## config.mk

```make
export PLATFORM = sky130hd
export DESIGN_NAME = parallel_serial_converter
export DESIGN_NICKNAME = d
export VERILOG_FILES = /design/src/rtl/parallel_serial_converter_pkg.sv /design/src/rtl/parallel_serial_converter.sv
export SDC_FILE = /design/constraint.sdc
export NUM_CORES = 1
export LEC_CHECK = 0
export CAP_MARGIN = 15
export CORE_MARGIN = 2
export CORE_UTILIZATION = 55
export CTS_CLUSTER_SIZE = 30
export DETAILED_ROUTE_END_ITERATION = 10
export MAX_ROUTING_LAYER = met4
export PLACE_DENSITY_LB_ADDON = 0.08
export SETUP_SLACK_MARGIN = 0.05
export SKIP_CTS_REPAIR_TIMING = 1
export SYNTH_ARGS = -nofsm -noshare
export SYNTH_HDL_FRONTEND = slang
export SYNTH_SLANG_ARGS = --single-unit
```

## constraint.sdc

```tcl
create_clock -name clk -period 49.4 [get_ports clk]
set_input_delay 9.88 -clock clk [delete_from_list [all_inputs] [get_ports clk]]
set_output_delay 9.88 -clock clk [all_outputs]
set_load 0.01 [all_outputs]
```

## src/rtl/parallel_serial_converter_pkg.sv

```systemverilog
// Shared types for the egress parallel->serial converter: captured frame info and FSM state.
package parallel_serial_converter_pkg;

  // Wide enough for the clamped last-lane index of any practical word/beat ratio.
  localparam int INFO_LENW = 16;

  // Frame info captured alongside each loaded word.
  typedef struct packed {
    logic                 dataPresent;
    logic                 startOfFrame;
    logic [INFO_LENW-1:0] length;       // index of last lane to send (already clamped)
    logic                 endOfFrame;
    logic                 error;
  } info_type;

  typedef enum logic {IDLE, SEND} psc_state_t;

endpackage

```

## src/rtl/parallel_serial_converter.sv

```systemverilog
// Pops wide words from an FWFT egress FIFO and emits them lane by lane (lane 0 first)
// on a narrow ready/valid serial port, back-to-back with no bubble between words.
module parallel_serial_converter
  import parallel_serial_converter_pkg::*;
#(
  parameter int parallelWidth = 512,
  parameter int serialWidth   = 8
) (
  input  logic                               clk,
  input  logic                               rst,
  input  logic                               inEmpty,
  output logic                               inPop,
  input  logic [parallelWidth-1:0]           inData,
  input  logic                               inDataPresent,
  input  logic                               inStartOfFrame,
  input  logic [$clog2(parallelWidth):0]     inLength,
  input  logic                               inEndOfFrame,
  input  logic                               inError,
  output logic                               outValid,
  input  logic                               outReady,
  output logic [serialWidth-1:0]             outData,
  output logic                               outStartOfFrame,
  output logic                               outEndOfFrame,
  output logic                               outError,
  output logic                               busy
);

  localparam int lanes = parallelWidth / serialWidth;
  localparam int LW    = $clog2(lanes);
  localparam int LENW  = $clog2(parallelWidth) + 1;

  psc_state_t               state;
  logic [parallelWidth-1:0] word;
  info_type                 info;
  logic [LW-1:0]            lane;

  logic                     lastBeat;
  logic [LENW-1:0]          clampLen;
  info_type                 loadInfo;

  // Oversize lengths clamp to the top lane so the lane counter never wraps.
  always_comb begin
    clampLen = (inLength > LENW'(lanes - 1)) ? LENW'(lanes - 1) : inLength;
    loadInfo = '{dataPresent:  1'b1,
                 startOfFrame: inStartOfFrame,
                 length:       INFO_LENW'(clampLen),
                 endOfFrame:   inEndOfFrame,
                 error:        inError};
  end

  assign lastBeat = (INFO_LENW'(lane) == info.length);

  // Pop when idle, or when the final beat of the current word is being accepted (zero bubble).
  assign inPop = !rst && !inEmpty && ((state == IDLE) || (outReady && lastBeat));

  // Output beat is a lane mux over the registered word; held stable while stalled.
  assign outValid        = (state == SEND) && info.dataPresent;
  assign outData         = word[lane*serialWidth +: serialWidth];
  assign outStartOfFrame = outValid && info.startOfFrame && (lane == '0);
  assign outEndOfFrame   = outValid && info.endOfFrame && lastBeat;
  assign outError        = outValid && info.error;
  assign busy            = (state == SEND);

  // Load/advance FSM: filler words are consumed by the pop and never loaded.
  always_ff @(posedge clk or posedge rst) begin
    if (rst) begin
      state <= IDLE;
      word  <= '0;
      info  <= '0;
      lane  <= '0;
    end else begin
      case (state)
        IDLE: begin
          if (inPop && inDataPresent) begin
            word  <= inData;
            info  <= loadInfo;
            lane  <= '0;
            state <= SEND;
          end
        end
        SEND: begin
          if (outReady) begin
            if (!lastBeat) begin
              lane <= lane + 1'b1;
            end else if (inPop && inDataPresent) begin
              word <= inData;
              info <= loadInfo;
              lane <= '0;
            end else begin
              state <= IDLE;
            end
          end
        end
        default: state <= IDLE;
      endcase
    end
  end

  // Simulation-only guard: a pop must never be issued against an empty FIFO.
  always @(posedge clk) begin
    if (!rst) assert (!(inPop && inEmpty));
  end

endmodule

```

==> flow_metrics.py <==
metrics = {
    "timing": {
        "hold_violations": 0,
        "maxSlewHeadroom_pct": 19.16,
        "finalClockSkew_ns": 0.01993,
        "worst_pin_slew_ns": 1.200,
        "rsz0062_at_grt": "false",
        "drv_slew": 0,
        "period_minus_slack_ns": 21.35,
        "finalSetupViolCount": 0,
        "period_share_pct": 43.21,
        "fin_setup_tns_ns": 0,
        "holdWs_ns": 0.4807,
        "fmax_ghz": 0.04685,
    },
    "floorplanning": {
        "core_area_um2": 44030,
        "num_rows": 77,
        "dieArea_um2": 46210,
        "num_io_pins": 544,
        "initial_core_util_pct": 55.59,
        "fp.dieH_um": 215.0,
        "die_w_um": 215.0,
    },
    "global_routing": {
        "antenna_found_initial": 41,
        "grt_pass1_vias": 17120,
        "track_usage_pct": 31.20,
        "grt_pass1_wl_um": 104000,
        "grt_max_degree": 209,
        "grt-ovfl-total": 0,
    },
    "clock_tree": {
        "numCtsBuffers": 56,
        "cts_num_sinks": 533,
        "clkTransAtPathRegs_ns": 0.06,
        "cts_tree": "done",
        "clock_path_buffers": 3,
        "htreeDepth": 2,
        "cts-root-buf": "clkbuf_16",
        "clk_latency_ns": 0.61,
    },
    "worst_setup_path": {
        "reg2reg_slack_ns": 43.34,
        "path_cells": "clkdlybuf4s50_1 -> a21boi_0 -> nor3_1 -> clkdlybuf4s50_1",
        "cpMostUsedCell": "clkdlybuf4s50_1",
        "required_ns": 39.52,
        "cp_num_buf_inv": 2,
        "crit_family": "buffers and inverters",
        "crit_arrival_ns": 11.47,
        "critical_path.max_fanout": 9,
        "r2r_start": "lane[1]",
        "cp-end-kind": "primary output",
        "worstSetupPathType": "input pin to primary output",
        "startpoint_type": "input pin",
        "reg2reg_depth": 9,
        "cp.depth": 4,
        "r2r_end": "word[382]",
        "worst_path_max_delay_cell": "clkdlybuf4s50_1",
        "max_stage_delay_ns": 0.68,
    },
    "synth": {
        "synth_cells": 1551,
        "synth-seq-cells": 533,
        "synth_fa_ha_area_share_pct": 0.1022,
        "netlist_area_um2": 24480,
        "yosysTopAreaCell": "dfrtp_1",
        "yosysWarningCount": 0,
        "synth-edff-count": 0,
        "async_flop_share_pct": 100.0,
        "synth_nets": 2083,
        "synthXorXnorAreaFrac_pct": 0.2147,
        "ys_types": 60,
        "synth.top_cell.area_share_pct": 54.49,
        "synth_top_family_by_area": "multiplexers",
        "ys_seq_area_share_pct": 54.49,
        "syn_avg_cell_area_um2": 15.78,
        "synth_compound_area_share_pct": 3.011,
        "synth_mux_area_share_pct": 36.04,
        "synth_area_leaders": "dfrtp_1 (54%), mux2_2 (20%), mux4_2 (9.3%)",
        "synth_ff_type": "dfrtp_1",
        "synth_simple_gate_area_share_pct": 2.454,
    },
    "detailed_routing": {
        "drt_first_pass_iters": 5,
        "highest_layer": "met4",
        "route.detailed.drc": 0,
        "wl_met3_um": 5618,
        "ant_nets": 0,
        "drt-initial-drc-count": 1043,
        "viasPerCell": 5.756,
        "vias": 15777,
        "detail_route.wl_per_cell_um": 25.32,
        "drt-met1-wl_um": 26010,
        "drt_wl_total_um": 69410,
        "routed-wl-met2_um": 34910,
    },
    "power": {
        "p_per_area_nw_per_um2": 59.67,
        "p_leak_nw": 13.37,
        "max-vdd-ir-drop_mv": 0.03336,
    },
    "hold_path": {
        "worst_hold_path.num_cells": 1,
        "hold_start": "word[310]",
        "hold_path_class": "flip-flop to flip-flop",
        "hold_end": "word[310]",
    },
    "flow_run": {
        "maxCapViolations": 0,
    },
    "final_layout": {
        "fin_nets": 2595,
        "drive_gt1_share_pct": 30.96,
        "syn_to_final_growth_pct": 30.60,
        "multi_input_area_um2": 10240,
        "fill_cells": 3007,
        "register_area_um2": 13350,
    },
    "status": {
        "outcome": "finished, final reports clean",
    },
    "placement": {
        "dpl.hpwl_um": 49850,
        "portBuffers": 543,
        "place_congestion": 0.8366,
    },
}
-- worst max path at each step --
| stage | startpoint | endpoint |
|---|---|---|
| 2_1_floorplan | rst | busy |
| 3_3_place_gp | outReady | inPop |
| 3_5_place_dp | outReady | inPop |
| 4_1_cts | outReady | inPop |
| 5_1_grt | outReady | inPop |
| 6_report | outReady | inPop |
-- cell usage after synthesis (all sizes together) (6+ instances only) --
cell,n
o21ai,11
nor2b,9
o22ai,29
nand2,27
mux2,526
nand3,9
buf,94
mux4,113
a21oi,15
inv,11
nor4,9
xnor2,6
nand2b,8
clkbuf,14
dfrtp,533
a31oi,8
nor2,13
mux2i,31
nor3,8
-- flip-flops by register name (all words and copies together), names as in the netlist --
signal	flops
info	14
word	512
lane	6
busy	1
-- through the flow --
stage	power, mW	cell area (µm²)	setup slack (ns)	std cells	utilization [%]
final	1.908	31970	28.05	2741	72.61
after global routing	2.004	31960	27.95	2739	72.60
after CTS	1.918	31810	28.06	2696	72.26
after detailed placement	1.495	29980	28.06	2595	68.10
after global placement	1.464	29980	28.10	2595	68.10
after floorplan	1.244	24480	24.62	1551	-
-- power breakdown --
part           internal [mW]  switching [mW]  leakage (nW)  total [mW]
registers              0.647           0.136          6.60       0.783
logic                  0.409           0.298          5.86       0.707
clock network          0.244           0.173         0.916       0.418
-- kinds of logic after synthesis --
logic type / after synthesis
mux: 670
flops: 533
buf+inv: 121
simple gates: 113
compound gates: 106
xor+xnor: 6
fa+ha+maj: 2
-- layer usage --
metal,vias up,GRT usage (%)
li1,6920,-
met1,8143,35.93
met2,564,50.29
met3,150,9.667
met4,0,14.28
met5,-,-
-- placed cells by master, fill, tap and decap left out, drive strengths merged, types with 11 or more instances in the layout --
cell type,count
o21ai,11
nand2,27
mux2i,31
nor2,13
clkinv,16
dfrtp,533
clkdlybuf4s50,543
buf,20
inv,11
o22ai,29
mux4,113
diode,43
mux2,526
clkbuf,82
a21oi,15
-- area by class of cell --
| cell class | count | share of cell area, % |
|---|---|---|
| repair buffers | 563 | 17.65 |
| flip-flops and latches | 533 | 41.76 |
| well taps | 592 | 2.317 |
| inverters | 12 | 0.1644 |
| multi-input cells | 897 | 32.05 |
| clock buffers | 82 | 5.256 |
| diodes | 43 | 0.3366 |
| clock inverters | 19 | 0.4697 |
No activity file was read; power rests on OpenSTA's default activity.
==> edit 1: new RTL, config.mk and constraints unchanged <==
The package constant `INFO_LENW` goes from 16 to 8.
--- a/src/rtl/parallel_serial_converter_pkg.sv
+++ b/src/rtl/parallel_serial_converter_pkg.sv
@@ -2,7 +2,7 @@
 package parallel_serial_converter_pkg;
 
   // Wide enough for the clamped last-lane index of any practical word/beat ratio.
-  localparam int INFO_LENW = 16;
+  localparam int INFO_LENW = 8;
 
   // Frame info captured alongside each loaded word.
   typedef struct packed {
Check against the original RTL: not settled (the Yosys comparison gave no result); the edit may change what the design does.
==> edit 1 against the original RTL <==
  * Sequential power fell by 7.9%
  * Sequential cell count down 2
  * Area after synthesis up 4.2%
  * Critical path depth unchanged
  * Total power down 6.2%
  * Setup slack improved by 0.020 ns
  * Design area up 2.5%
  * Global-route usage fell by 0.27 points
  * Clock power decreased by 4%
  * Wire length is 3.0% higher
  * Count of clock-buffer cells in the layout up 3
  * Critical path type unchanged
==> edit 1: results (changes against the original RTL) <==
metric;value;unit;change
arrival;11.45;ns;-0.02 ns
layout-drive-gt1-share;0.324;;+0.0141
skew;0.0146;ns;-0.00534 ns
reg2reg_to;word[382];;
dp_cells;2587;;-0.31%
synthMuxAreaShare;0.386;;+0.0253
grt_antenna_before_repair;36;;-12%
initialDrtViolationCount;1053;;+0.96%
synth_compound_area_frac;0.0282;;-0.00189
p_leak;0.0143;uW;+6.9%
via_per_inst;5.75;;-0.14%
status;completed;;
gp_congestion;0.855;;+2.2%
num-fill-cells;3065;;+1.9%
reg2reg_slack;43.37;ns;+0.03 ns
synthXorXnorAreaFrac;0.00206;;-0.0000856
synth_commonest_cells;531 x dfrtp_1, 270 x mux2_4, 165 x mux2_2, 116 x mux4_2, 87 x mux2_1;;
yosysSeqAreaShare;0.521;;-0.0237
hp-start;word[246];;
ff2ff_path_depth;10;;+1
p_int;1240;uW;-4.9%
fin_cells;2723;;-0.66%
reg_top3;word x512, info x12, lane x6;;
grt_max_degree;184;;-12%
grt_pass1_wl;106;mm;+1.8%
synth_top_cell_area_share;0.521;;-0.0237
hold_depth;1;;unchanged
reg2reg_from;lane[0];;
critPathLaunch;outReady;;
cp_max_fo;7;;-2
first_global_vias;17000;;-0.43%
synth_area_leaders;dfrtp_1 52%, mux2_4 16%, mux4_2 10%, mux2_2 7.3%, mux2_1 3.8%;;
grt_usage;0.309;;-0.00267
min_path_type;flip-flop to flip-flop;;
syn_inst;1537;;-0.90%
worstHoldEndpoint;word[246];;
async_flop_share;1.00;;unchanged
peakVddDrop;0.0342;mV;+2.6%
cts-root-buf;clkbuf_16;;
hold_slack;0.482;ns;+0.000946 ns
slew_headroom;0.154;;-0.0371
cts_buffers;55;;-1.8%
yosysUniqueCellTypes;52;;-13%
wl;71.5;mm;+3.0%
synth_nets;2069;;-0.67%
hpwl;51.3;mm;+2.9%
synth_adder_area_share;0.000982;;-0.0000407
==> edit 1: changes by cell type after synthesis, moves of 11 or more <==
cell / delta
buf_4: -19
buf_8: +20
mux2_1: -13
mux2_2: -261
mux2_4: +270
mux4_1: -11
mux4_2: +15
==> edit 1: worst max-delay path, stage by stage <==
cell and delay (ns):
clkdlybuf4s50_1 0.61, a31oi_2 0.21, nor3_1 0.18, clkdlybuf4s50_1 0.57
==> edit 1: power groups by stage <==
stage,Sequential [uW],Combinational [uW],Clock (uW)
2_1_floorplan,667,513,0
3_3_place_gp,715,658,0
3_5_place_dp,726,669,0
4_1_cts,720,675,409
5_1_grt,741,711,427
6_report,721,667,401
==> edit 1: metrics by stage <==
step | area [sq um] | utilization | setup slack (ns)
after CTS | 32600 | 0.716 | 28.08
final | 32800 | 0.719 | 28.07
after floorplan | 25500 | - | 24.68
after global placement | 30900 | 0.678 | 28.10
after global routing | 32700 | 0.719 | 28.00
after detailed placement | 30900 | 0.678 | 28.09
==> edit 1: cell type report <==
type	instances	area share
multi-input combinational	891	0.343
clock buffer	85	0.0510
clock inverter	9	0.00137
antenna	41	0.00313
timing repair buffer	561	0.172
inverter	5	0.000802
tap	600	0.0229
sequential	531	0.406
==> edit 1: worst max path at each step <==
stage | end | slack (ns) | cells after the start
finish | inPop | 28.07 | 4
global route | inPop | 28.00 | 4
CTS | inPop | 28.08 | 4
detailed placement | inPop | 28.09 | 4
global placement | inPop | 28.10 | 4
floorplan | busy | 24.68 | 1
==> edit 1: metal layers <==
metal / vias up / wire length (um) / GRT usage
met4: 0 / 2690 / 0.134
met2: 521 / 35100 / 0.487
met1: 8177 / 27800 / 0.369
met3: 129 / 5960 / 0.0960
li1: 6825 / - / -
met5: - / 0 / -
==> edit 2: new RTL, same flow settings <==
Made on the original files. Reset style: synchronous (`rst`), changed in one clocked block.
--- a/src/rtl/parallel_serial_converter.sv
+++ b/src/rtl/parallel_serial_converter.sv
@@ -62,7 +62,7 @@
   assign busy            = (state == SEND);
 
   // Load/advance FSM: filler words are consumed by the pop and never loaded.
-  always_ff @(posedge clk or posedge rst) begin
+  always_ff @(posedge clk) begin
     if (rst) begin
       state <= IDLE;
       word  <= '0;
Function: not settled (the Yosys comparison gave no result); the edit may change what the design does.
==> edit 2 against the original RTL <==
  * Setup slack worse by 0.065 ns
  * Global-route usage up 0.52 points
  * Design area up 3.6%
  * Area after synthesis up 4.5%
  * Sequential cell count unchanged
  * Register-to-register slack better by 1.4 ns
  * Wire length up 10%
  * Critical path type unchanged
Power is not compared: it rests on default switching activity, and its combinational part moved more than twofold at a synthesized area within 25%.
==> edit 2: results (changes against the original RTL) <==
metric;value;unit;change
status;completed;;
fmax;0.0467;GHz;-0.30%
synthMuxAreaShare;0.359;;-0.00100
layout-drive-gt1-share;0.281;;-0.0284
place_ws;28.00;ns;-0.0604 ns
fin_cells;3300;;+20%
hp-start;info[19];;
setup_viol;0;;unchanged
skew;0.0189;ns;-0.00106 ns
switching_power;229;uW;
dp_cells;3162;;+22%
hpwl;54.2;mm;+8.7%
grt_antenna_before_repair;31;;-24%
synth_compound_area_frac;0.0342;;+0.00413
p_total;1020;uW;
clk_latency;0.61;ns;about the same
reg2reg_from;lane[1];;
wl;76.4;mm;+10%
initialDrtViolationCount;1243;;+19%
fp.dieArea;48200;sq um;+4.4%
arrival;11.53;ns;+0.06 ns
gp_congestion;0.842;;+0.69%
hold_depth;2;;+1
yosysSeqAreaShare;0.417;;-0.128
reg2reg_to;word[288];;
syn_inst;2164;;+40%
first_global_vias;18700;;+9.0%
grt_max_degree;188;;-10%
ff2ff_path_depth;7;;-2
synth_adder_area_share;0.000978;;-0.0000441
routed-wl-met2;36.9;mm;+5.8%
grt_usage;0.317;;+0.00522
wl_met1;31.3;mm;+20%
cts_buffers;57;;+1.8%
slew_headroom;0.128;;-0.0632
yosysUniqueCellTypes;54;;-10%
synthXorXnorAreaFrac;0.00205;;-0.0000925
reg2reg_slack;44.76;ns;+1.42 ns
fin_nets;3146;;+21%
via_count;18200;;+16%
critPathLaunchType;input pin;;
worstHoldEndpoint;info[19];;
cp_max_fo;8;;-1
hold_slack;0.475;ns;-0.00540 ns
peakVddDrop;0.0351;mV;
placed_cell_area;31100;sq um;+3.8%
wl_met3;5.68;mm;+1.1%
synth_nets;2696;;+29%
async_flop_share;0;;-1.00
synth_area_leaders;dfxtp_1 42%, mux2_2 18%, nor2b_1 13%, mux4_2 8.5%, mux2_4 7.6%;;
grt_pass1_wl;112;mm;+7.5%
crit_family;buffers and inverters;;
cpPeakStageDelay;0.66;ns;-0.02 ns
edit 2: cell count changes after synthesis, moves of 11 or more:
cell      change
buf_4        -41
dfxtp_1     +533
mux4_1       -11
mux2_1      -100
a211oi_1     +11
mux2i_1      +19
clkbuf_1     +76
dfrtp_1     -533
nor2_1       +15
nor2b_1     +517
mux2_4      +129
mux2_2       -20
buf_2        +34
o22ai_1      -21
edit 2: cell type report:
| class | count | area [sq um] |
|---|---|---|
| Multi-Input combinational cell | 1457 | 14100 |
| Fill cell | 3393 | 13100 |
| Sequential cell | 533 | 10700 |
| Timing Repair Buffer | 560 | 5590 |
| Clock buffer | 95 | 1820 |
| Tap cell | 607 | 759 |
| Antenna cell | 36 | 90.1 |
| Clock inverter | 7 | 63.8 |
| Inverter | 5 | 18.8 |
edit 2: per-layer routing:
layer	track usage	up-vias
met2	0.515	532
met1	0.380	9033
li1	-	8550
met4	0.123	0
met5	-	-
met3	0.0803	113
